==> src/rtl/sram_arb_pkg.sv <==
`default_nettype none
// +--------------------------------------------------------------------------+
// | sram_arb_pkg : shared types and default widths for the SRAM arbiter       |
// | Revision     : 1.0                                                        |
// +--------------------------------------------------------------------------+
package sram_arb_pkg;

  localparam int DEF_DATA_WIDTH = 8;
  localparam int DEF_ADDR_WIDTH = 9;
  localparam int DEF_MAX_WAIT   = 4;

  typedef enum logic [1:0] {
    IDLE = 2'd0,
    FILL = 2'd1,
    DONE = 2'd2
  } fill_state_t;

  typedef enum logic [1:0] {
    GNT_NONE = 2'd0,
    GNT_P0   = 2'd1,
    GNT_P1   = 2'd2,
    GNT_FILL = 2'd3
  } gnt_src_t;

endpackage
`default_nettype wire

==> src/rtl/sram_arbiter_if.sv <==
`default_nettype none
// +--------------------------------------------------------------------------+
// | sram_arbiter_if : requester, fill-control and RAM-side signal bundle      |
// | Revision        : 1.0                                                     |
// +--------------------------------------------------------------------------+
interface sram_arbiter_if #(
  parameter int DATA_WIDTH = 8,
  parameter int ADDR_WIDTH = 9
);
  logic                  p0_req;
  logic [ADDR_WIDTH-1:0] p0_addr;
  logic                  p0_gnt;
  logic                  p0_rvalid;
  logic                  p1_req;
  logic                  p1_we;
  logic [ADDR_WIDTH-1:0] p1_addr;
  logic [DATA_WIDTH-1:0] p1_wdata;
  logic                  p1_gnt;
  logic                  p1_rvalid;
  logic [DATA_WIDTH-1:0] rdata;
  logic                  fill_start;
  logic [ADDR_WIDTH-1:0] fill_base;
  logic [ADDR_WIDTH:0]   fill_len;
  logic [DATA_WIDTH-1:0] fill_value;
  logic                  fill_busy;
  logic                  fill_done;
  logic                  mem_en;
  logic                  mem_we;
  logic [ADDR_WIDTH-1:0] mem_addr;
  logic [DATA_WIDTH-1:0] mem_wdata;
  logic [DATA_WIDTH-1:0] mem_rdata;

  modport slave (
    input  p0_req, p0_addr, p1_req, p1_we, p1_addr, p1_wdata,
           fill_start, fill_base, fill_len, fill_value, mem_rdata,
    output p0_gnt, p0_rvalid, p1_gnt, p1_rvalid, rdata,
           fill_busy, fill_done, mem_en, mem_we, mem_addr, mem_wdata
  );

  modport master (
    output p0_req, p0_addr, p1_req, p1_we, p1_addr, p1_wdata,
           fill_start, fill_base, fill_len, fill_value, mem_rdata,
    input  p0_gnt, p0_rvalid, p1_gnt, p1_rvalid, rdata,
           fill_busy, fill_done, mem_en, mem_we, mem_addr, mem_wdata
  );
endinterface
`default_nettype wire

==> src/rtl/sram_fill_seq.sv <==
`default_nettype none
// +--------------------------------------------------------------------------+
// | sram_fill_seq : fill FSM walking base..base+len-1, one word per grant     |
// | Revision      : 1.0                                                       |
// +--------------------------------------------------------------------------+
module sram_fill_seq
  import sram_arb_pkg::*;
#(
  parameter int DATA_WIDTH = DEF_DATA_WIDTH,
  parameter int ADDR_WIDTH = DEF_ADDR_WIDTH
) (
  input  logic                  clk,
  input  logic                  reset,
  input  logic                  start,
  input  logic [ADDR_WIDTH-1:0] base,
  input  logic [ADDR_WIDTH:0]   len,
  input  logic [DATA_WIDTH-1:0] value,
  input  logic                  fill_gnt,
  output logic                  fill_req,
  output logic [ADDR_WIDTH-1:0] fill_addr,
  output logic [DATA_WIDTH-1:0] fill_data,
  output logic                  busy,
  output logic                  done
);

  localparam logic [ADDR_WIDTH:0] LEN_ONE = {{ADDR_WIDTH{1'b0}}, 1'b1};

  fill_state_t           state;
  fill_state_t           state_nxt;
  logic [ADDR_WIDTH-1:0] base_q;
  logic [ADDR_WIDTH:0]   len_q;
  logic [ADDR_WIDTH:0]   cnt_q;
  logic [DATA_WIDTH-1:0] value_q;
  logic                  accept;
  logic                  last;

  assign accept = (state == IDLE) && start && (len != '0);
  assign last   = (cnt_q == len_q - LEN_ONE);

  always_ff @(posedge clk) begin
    if (reset) begin
      state   <= IDLE;
      base_q  <= '0;
      len_q   <= '0;
      cnt_q   <= '0;
      value_q <= '0;
    end else begin
      state <= state_nxt;
      if (accept) begin
        base_q  <= base;
        len_q   <= len;
        value_q <= value;
        cnt_q   <= '0;
      end else if ((state == FILL) && fill_gnt) begin
        cnt_q <= cnt_q + LEN_ONE;
      end
    end
  end

  // A zero-length start goes straight to DONE so it still reports completion.
  always_comb begin
    state_nxt = state;
    unique case (state)
      IDLE:    if (start) state_nxt = (len != '0) ? FILL : DONE;
      FILL:    if (fill_gnt && last) state_nxt = DONE;
      DONE:    state_nxt = IDLE;
      default: state_nxt = IDLE;
    endcase
  end

  assign fill_req  = (state == FILL);
  assign busy      = (state == FILL);
  assign done      = (state == DONE);
  assign fill_addr = base_q + cnt_q[ADDR_WIDTH-1:0];
  assign fill_data = value_q;

endmodule
`default_nettype wire

==> src/rtl/sram_arbiter.sv <==
`default_nettype none
// +--------------------------------------------------------------------------+
// | sram_arbiter : P0 > fill > P1 arbiter for a single-port 1-cycle RAM       |
// | Optional starvation guard: define SRAM_ARB_STARVE_GUARD_EN. Revision 1.0  |
// +--------------------------------------------------------------------------+
module sram_arbiter
  import sram_arb_pkg::*;
#(
  parameter int DATA_WIDTH = DEF_DATA_WIDTH,
  parameter int ADDR_WIDTH = DEF_ADDR_WIDTH,
  parameter int MAX_WAIT   = DEF_MAX_WAIT
) (
  input  logic          clk,
  input  logic          reset,
  sram_arbiter_if.slave bus
);

  gnt_src_t              src;
  logic                  fill_req;
  logic                  fill_gnt;
  logic                  fill_busy;
  logic                  fill_done;
  logic [ADDR_WIDTH-1:0] fill_addr;
  logic [DATA_WIDTH-1:0] fill_data;
  logic                  p1_ok;
  logic                  boost;
  logic                  p0_rvalid_q;
  logic                  p1_rvalid_q;

  if (MAX_WAIT < 1) begin : g_max_wait_check
    $error("sram_arbiter: MAX_WAIT must be at least 1");
  end

  sram_fill_seq #(
    .DATA_WIDTH (DATA_WIDTH),
    .ADDR_WIDTH (ADDR_WIDTH)
  ) u_fill_seq (
    .clk       (clk),
    .reset     (reset),
    .start     (bus.fill_start),
    .base      (bus.fill_base),
    .len       (bus.fill_len),
    .value     (bus.fill_value),
    .fill_gnt  (fill_gnt),
    .fill_req  (fill_req),
    .fill_addr (fill_addr),
    .fill_data (fill_data),
    .busy      (fill_busy),
    .done      (fill_done)
  );

  assign p1_ok    = bus.p1_req && !fill_busy;
  assign fill_gnt = (src == GNT_FILL);

`ifdef SRAM_ARB_STARVE_GUARD_EN
  localparam int WAIT_W = $clog2(MAX_WAIT + 1);

  logic [WAIT_W-1:0] wait_cnt;
  logic              chal_pend;
  logic              chal_gnt;

  // The challenger is whichever non-P0 source currently has priority.
  assign chal_pend = fill_busy ? fill_req : bus.p1_req;
  assign chal_gnt  = fill_busy ? (src == GNT_FILL) : (src == GNT_P1);
  assign boost     = (wait_cnt == WAIT_W'(MAX_WAIT));

  always_ff @(posedge clk) begin
    if (reset) begin
      wait_cnt <= '0;
    end else if (chal_pend && !chal_gnt) begin
      wait_cnt <= wait_cnt + WAIT_W'(1);
    end else begin
      wait_cnt <= '0;
    end
  end
`else
  assign boost = 1'b0;
`endif

  always_comb begin
    src = GNT_NONE;
    if (!reset) begin
      if (boost && fill_req)      src = GNT_FILL;
      else if (boost && p1_ok)    src = GNT_P1;
      else if (bus.p0_req)        src = GNT_P0;
      else if (fill_req)          src = GNT_FILL;
      else if (p1_ok)             src = GNT_P1;
    end
  end

  always_comb begin
    bus.mem_addr  = '0;
    bus.mem_wdata = '0;
    unique case (src)
      GNT_P0:   bus.mem_addr = bus.p0_addr;
      GNT_P1: begin
        bus.mem_addr = bus.p1_addr;
        if (bus.p1_we) bus.mem_wdata = bus.p1_wdata;
      end
      GNT_FILL: begin
        bus.mem_addr  = fill_addr;
        bus.mem_wdata = fill_data;
      end
      default: ;
    endcase
  end

  assign bus.p0_gnt = (src == GNT_P0);
  assign bus.p1_gnt = (src == GNT_P1);
  assign bus.mem_en = (src != GNT_NONE);
  assign bus.mem_we = (src == GNT_FILL) || ((src == GNT_P1) && bus.p1_we);

  always_ff @(posedge clk) begin
    if (reset) begin
      p0_rvalid_q <= 1'b0;
      p1_rvalid_q <= 1'b0;
    end else begin
      p0_rvalid_q <= (src == GNT_P0);
      p1_rvalid_q <= (src == GNT_P1) && !bus.p1_we;
    end
  end

  assign bus.p0_rvalid = p0_rvalid_q;
  assign bus.p1_rvalid = p1_rvalid_q;
  assign bus.rdata     = (p0_rvalid_q || p1_rvalid_q) ? bus.mem_rdata : '0;
  assign bus.fill_busy = fill_busy;
  assign bus.fill_done = fill_done;

endmodule
`default_nettype wire

==> src/flat_wrapper.sv <==
// flat-port wrapper written by rule: the top's interface ports become plain ports
module sram_arbiter_flat import sram_arb_pkg::*;
#(
  parameter int DATA_WIDTH = DEF_DATA_WIDTH,
  parameter int ADDR_WIDTH = DEF_ADDR_WIDTH,
  parameter int MAX_WAIT   = DEF_MAX_WAIT
)
  (clk, reset, bus_p0_req, bus_p0_addr, bus_p1_req, bus_p1_we, bus_p1_addr, bus_p1_wdata, bus_fill_start, bus_fill_base, bus_fill_len, bus_fill_value, bus_mem_rdata, bus_p0_gnt, bus_p0_rvalid, bus_p1_gnt, bus_p1_rvalid, bus_rdata, bus_fill_busy, bus_fill_done, bus_mem_en, bus_mem_we, bus_mem_addr, bus_mem_wdata);
  sram_arbiter_if #(.DATA_WIDTH(DATA_WIDTH), .ADDR_WIDTH(ADDR_WIDTH)) bus_i ();
  input  logic clk;
  input  logic reset;
  input wire logic [$bits(bus_i.p0_req)-1:0] bus_p0_req;
  input wire logic [$bits(bus_i.p0_addr)-1:0] bus_p0_addr;
  input wire logic [$bits(bus_i.p1_req)-1:0] bus_p1_req;
  input wire logic [$bits(bus_i.p1_we)-1:0] bus_p1_we;
  input wire logic [$bits(bus_i.p1_addr)-1:0] bus_p1_addr;
  input wire logic [$bits(bus_i.p1_wdata)-1:0] bus_p1_wdata;
  input wire logic [$bits(bus_i.fill_start)-1:0] bus_fill_start;
  input wire logic [$bits(bus_i.fill_base)-1:0] bus_fill_base;
  input wire logic [$bits(bus_i.fill_len)-1:0] bus_fill_len;
  input wire logic [$bits(bus_i.fill_value)-1:0] bus_fill_value;
  input wire logic [$bits(bus_i.mem_rdata)-1:0] bus_mem_rdata;
  output wire logic [$bits(bus_i.p0_gnt)-1:0] bus_p0_gnt;
  output wire logic [$bits(bus_i.p0_rvalid)-1:0] bus_p0_rvalid;
  output wire logic [$bits(bus_i.p1_gnt)-1:0] bus_p1_gnt;
  output wire logic [$bits(bus_i.p1_rvalid)-1:0] bus_p1_rvalid;
  output wire logic [$bits(bus_i.rdata)-1:0] bus_rdata;
  output wire logic [$bits(bus_i.fill_busy)-1:0] bus_fill_busy;
  output wire logic [$bits(bus_i.fill_done)-1:0] bus_fill_done;
  output wire logic [$bits(bus_i.mem_en)-1:0] bus_mem_en;
  output wire logic [$bits(bus_i.mem_we)-1:0] bus_mem_we;
  output wire logic [$bits(bus_i.mem_addr)-1:0] bus_mem_addr;
  output wire logic [$bits(bus_i.mem_wdata)-1:0] bus_mem_wdata;
  assign bus_i.p0_req = bus_p0_req;
  assign bus_i.p0_addr = bus_p0_addr;
  assign bus_i.p1_req = bus_p1_req;
  assign bus_i.p1_we = bus_p1_we;
  assign bus_i.p1_addr = bus_p1_addr;
  assign bus_i.p1_wdata = bus_p1_wdata;
  assign bus_i.fill_start = bus_fill_start;
  assign bus_i.fill_base = bus_fill_base;
  assign bus_i.fill_len = bus_fill_len;
  assign bus_i.fill_value = bus_fill_value;
  assign bus_i.mem_rdata = bus_mem_rdata;
  assign bus_p0_gnt = bus_i.p0_gnt;
  assign bus_p0_rvalid = bus_i.p0_rvalid;
  assign bus_p1_gnt = bus_i.p1_gnt;
  assign bus_p1_rvalid = bus_i.p1_rvalid;
  assign bus_rdata = bus_i.rdata;
  assign bus_fill_busy = bus_i.fill_busy;
  assign bus_fill_done = bus_i.fill_done;
  assign bus_mem_en = bus_i.mem_en;
  assign bus_mem_we = bus_i.mem_we;
  assign bus_mem_addr = bus_i.mem_addr;
  assign bus_mem_wdata = bus_i.mem_wdata;
  sram_arbiter #(.DATA_WIDTH(DATA_WIDTH), .ADDR_WIDTH(ADDR_WIDTH), .MAX_WAIT(MAX_WAIT)) u_core (.clk(clk), .reset(reset), .bus(bus_i));
endmodule
==> config.mk <==
export PLATFORM = sky130hd
export DESIGN_NAME = sram_arbiter_flat
export DESIGN_NICKNAME = d
export VERILOG_FILES = /design/src/rtl/sram_arb_pkg.sv /design/src/rtl/sram_arbiter_if.sv /design/src/rtl/sram_fill_seq.sv /design/src/rtl/sram_arbiter.sv /design/src/flat_wrapper.sv
export SDC_FILE = /design/constraint.sdc
export NUM_CORES = 1
export LEC_CHECK = 0
export ABC_AREA = 1
export CAP_MARGIN = 20
export CORE_ASPECT_RATIO = 1.4
export CORE_MARGIN = 2
export CORE_UTILIZATION = 50
export DETAILED_ROUTE_END_ITERATION = 6
export DONT_BUFFER_PORTS = 1
export PLACE_DENSITY_LB_ADDON = 0.15
export SLEW_MARGIN = 25
export SYNTH_ARGS = -nofsm -noshare
export SYNTH_HDL_FRONTEND = slang
export SYNTH_SLANG_ARGS = --single-unit
==> constraint.sdc <==
create_clock -name clk -period 6.8 [get_ports clk]
set_clock_uncertainty 0.1 [all_clocks]
set_input_delay 1.7 -clock clk [delete_from_list [all_inputs] [get_ports clk]]
set_output_delay 1.7 -clock clk [all_outputs]
set_load 0.005 [all_outputs]
==> impl_metrics.env <==
export IMPL_slew_headroom_pct=62.9
export IMPL_first_pass_iters=4
export IMPL_ys_seq_area_share_pct=30.4
export IMPL_rsz0062_at_grt="no"
export IMPL_cts_buffers=5
export IMPL_power_leakage_uw=0.00130
export IMPL_rr_startpoint="u_core.u_fill_seq.state[0]"
export IMPL_clock_fmax_mhz=217
export IMPL_post_cts_setup_buffers=0
export IMPL_via_count=2529
export IMPL_placed_area_sq_um=2720
export IMPL_clockRootBuffer="clkbuf_8"
export IMPL_routed_wl_um=6420
export IMPL_grt_max_degree=40
export IMPL_ant_nets=0
export IMPL_crit_path_start_kind="input port"
export IMPL_slew_violations=0
export IMPL_vias_per_cell=5.39
export IMPL_grt_pass1_wl_um=10600
export IMPL_path_class="input port to primary output"
export IMPL_synthCells=407
export IMPL_power_density_nw_per_um2=197
export IMPL_synth_compound_area_share_pct=15.7
export IMPL_timing_hold_ws_ns=0.395
export IMPL_synth_distinct_cells=37
export IMPL_h_tree_depth=2
export IMPL_end_kind="primary output"
export IMPL_fillers=539
export IMPL_ir_worst_vdd_mv=0.135
export IMPL_fin_tns_setup_ns=0
export IMPL_dieArea_sq_um=6000
export IMPL_fp_row_count=31
export IMPL_slowest_stage="inv_2"
export IMPL_area_growth_pct=4.36
export IMPL_grt_pass1_vias=2452
export IMPL_ys_ff_latch=41
export IMPL_die_x_um=66.1
export IMPL_post_route_util_pct=54.1
export IMPL_crit_end="bus_mem_addr[7]"
export IMPL_ios=100
export IMPL_setup_viol=0
export IMPL_crit_required_ns=5.00
export IMPL_nets=481
export IMPL_post_cts_resized=0
export IMPL_outcome="finished clean"
export IMPL_die_h_um=90.9
export IMPL_worstSetupStartpoint="reset"
export IMPL_portBuffers=0
export IMPL_syn_avg_cell_area_sq_um=6.62
export IMPL_post_route_cell_area_sq_um=2810
export IMPL_wl_per_cell_um=13.7
export IMPL_fin_crit_sh_pct=67.6
export IMPL_grt_antenna_before_repair=0
export IMPL_slowest_delay_ns=0.32
export IMPL_layout_drive_gt1_share_pct=6.70
export IMPL_hp_class="flop to flop"
export IMPL_worstSkewPairLatency_ns=0.30
export IMPL_drt_first_iter_violations=99
export IMPL_synth_xor_area_share_pct=3.90
export IMPL_synth_simple_gate_area_share_pct=36.3
export IMPL_synth_top_family_by_area="simple AND/OR/NAND/NOR gates"
export IMPL_final_min_clock_period_ns=4.60
export IMPL_drc=0
export IMPL_worst_r2r_setup_slack_ns=4.81
export IMPL_gp_congestion=0.843
export IMPL_tightest_slew_ns=0.553
export IMPL_ys_warn_count=0
export IMPL_ff2ff_path_depth=6
export IMPL_cts_tree="built"
export IMPL_synthMuxAreaShare_pct=0
export IMPL_path_cells="inv_2, nand2_2, nor2_8, nand2_1, o211ai_1"
export IMPL_post_synth_fa_ha_maj_area_fraction_pct=5.38
export IMPL_hpwlAfterDp_um=4920
export IMPL_multi_input_area_sq_um=1650
export IMPL_maxCapViolations=0
export IMPL_grt_total_usage_pct=22.5
export IMPL_critPathArrivalTime_ns=2.80
export IMPL_synthesis_area_sq_um=2700
export IMPL_cts_hold_buf=0
export IMPL_clockBufferDepth=2
export IMPL_register_area_sq_um=821
export IMPL_clkTransAtPathRegs_ns=0.08
export IMPL_cts_sinks=41
export IMPL_total_power_uw=555
export IMPL_final_hold_violation_count=0
export IMPL_crit_fanout=30
export IMPL_syn_nets=485
export IMPL_coreArea_sq_um=5200
export IMPL_grt_ovfl_total=0
export IMPL_start_util_pct=51.9
export IMPL_diodes=0
export IMPL_timing_rr_end="u_core.u_fill_seq.base_q[8]"
-- logic make-up (layout without fill, tap and decap cells) --
logic type / Yosys count / in the layout
and+or+nand+nor: 217 / 217
buffers and inverters: 54 / 50
DFF: 41 / 41
AOI/OAI and AO/OA: 72 / 72
adders and majority gates: 11 / 11
xor gates and xnor gates: 12 / 12
-- per-layer routing --
metal | up-vias | part of all wire, % | global-route usage (%)
li1 | 1306 | - | -
met1 | 1145 | 41 | 25.5
met2 | 73 | 53 | 41.8
met3 | 5 | 5.0 | 3.87
met4 | 0 | 1.2 | 6.12
met5 | - | 0 | 0
-- worst min-delay path by stage --
stage,to,depth (start not counted),start,slack [ns]
after floorplan,u_core.u_fill_seq.len_q[1],2,u_core.u_fill_seq.len_q[1],0.35
after global placement,u_core.u_fill_seq.fill_data[0],2,u_core.u_fill_seq.fill_data[0],0.37
after detailed placement,u_core.u_fill_seq.fill_data[1],2,u_core.u_fill_seq.fill_data[1],0.38
after CTS,u_core.u_fill_seq.fill_data[4],2,u_core.u_fill_seq.fill_data[4],0.40
after global routing,u_core.u_fill_seq.fill_data[4],2,u_core.u_fill_seq.fill_data[4],0.42
final,u_core.u_fill_seq.fill_data[1],2,u_core.u_fill_seq.fill_data[1],0.40
-- cell usage after synthesis (all sizes together) --
cell type	number	area, sq um
nand4	5	46.3
a21oi	20	100
clkinv	2	7.51
a32o	8	80.1
a31oi	1	6.26
nor3b	1	12.5
a21boi	1	7.51
or2	2	12.5
dfxtp	41	821
xnor2	3	26.3
nor3	3	31.3
nor2	96	403
o211ai	4	30.0
a22oi	4	30.0
fa	1	20.0
ha	10	125
inv	40	153
nand2	86	343
buf	8	47.5
xor2	9	78.8
o21ai	34	170
clkbuf	4	15.0
nand3	24	130
-- power by group --
| part | internal, uW | switching, uW | total [uW] |
|---|---|---|---|
| Combinational | 41.0 | 76.7 | 118 |
| Clock | 80.3 | 86.7 | 167 |
| Sequential | 257 | 13.6 | 271 |
| Total | 378 | 177 | 555 |
-- registers in the layout, indices dropped and copies added, names as in the netlist --
signal	count
u_core.u_fill_seq.cnt_q	10
u_core.u_fill_seq.len_q	10
u_core.u_fill_seq.fill_data	8
u_core.bus.p0_rvalid	1
u_core.bus.p1_rvalid	1
u_core.u_fill_seq.base_q	9
u_core.u_fill_seq.state	2
-- worst max-delay path: cells and delay by family --
family                 cells  cell delay, ns
AO/OA/AOI/OAI              1            0.22
buffers and inverters      1            0.32
AND/OR/NAND/NOR            3            0.54
-- through the flow --
stage               worst slack [ns]  cells
global route                    2.07    469
finish                          2.20    469
global placement                2.22    462
floorplan                       2.42    407
CTS                             2.19    469
detailed placement              2.19    462
-- layout by cell type, fill, tap and decap left out, types with 2 or more instances in the layout --
cell | Yosys | layout
clkbuf_8 | 0 | 6
a32o_1 | 8 | 8
o21ai_0 | 34 | 34
nand2_4 | 2 | 2
or2_2 | 2 | 2
inv_2 | 2 | 2
xor2_1 | 9 | 9
a22oi_1 | 4 | 4
dfxtp_1 | 41 | 41
a21oi_1 | 20 | 20
xnor2_1 | 3 | 3
nand3_2 | 2 | 2
nand3_1 | 22 | 22
nor2_8 | 2 | 2
nand2_2 | 2 | 2
nand4_1 | 4 | 4
nand2_1 | 82 | 82
inv_1 | 37 | 37
nor2_1 | 92 | 92
o211ai_1 | 4 | 4
ha_1 | 10 | 10
clkinv_1 | 2 | 2
-- final cells by class --
type	count	area share, %
Clock inverter	1	0.267
Tap cell	66	2.93
Timing Repair Buffer	1	0.267
Clock buffer	6	2.93
Sequential cell	41	29.2
Inverter	42	5.69
Multi-Input combinational cell	312	58.7
No activity file was read; power rests on OpenSTA's default activity.
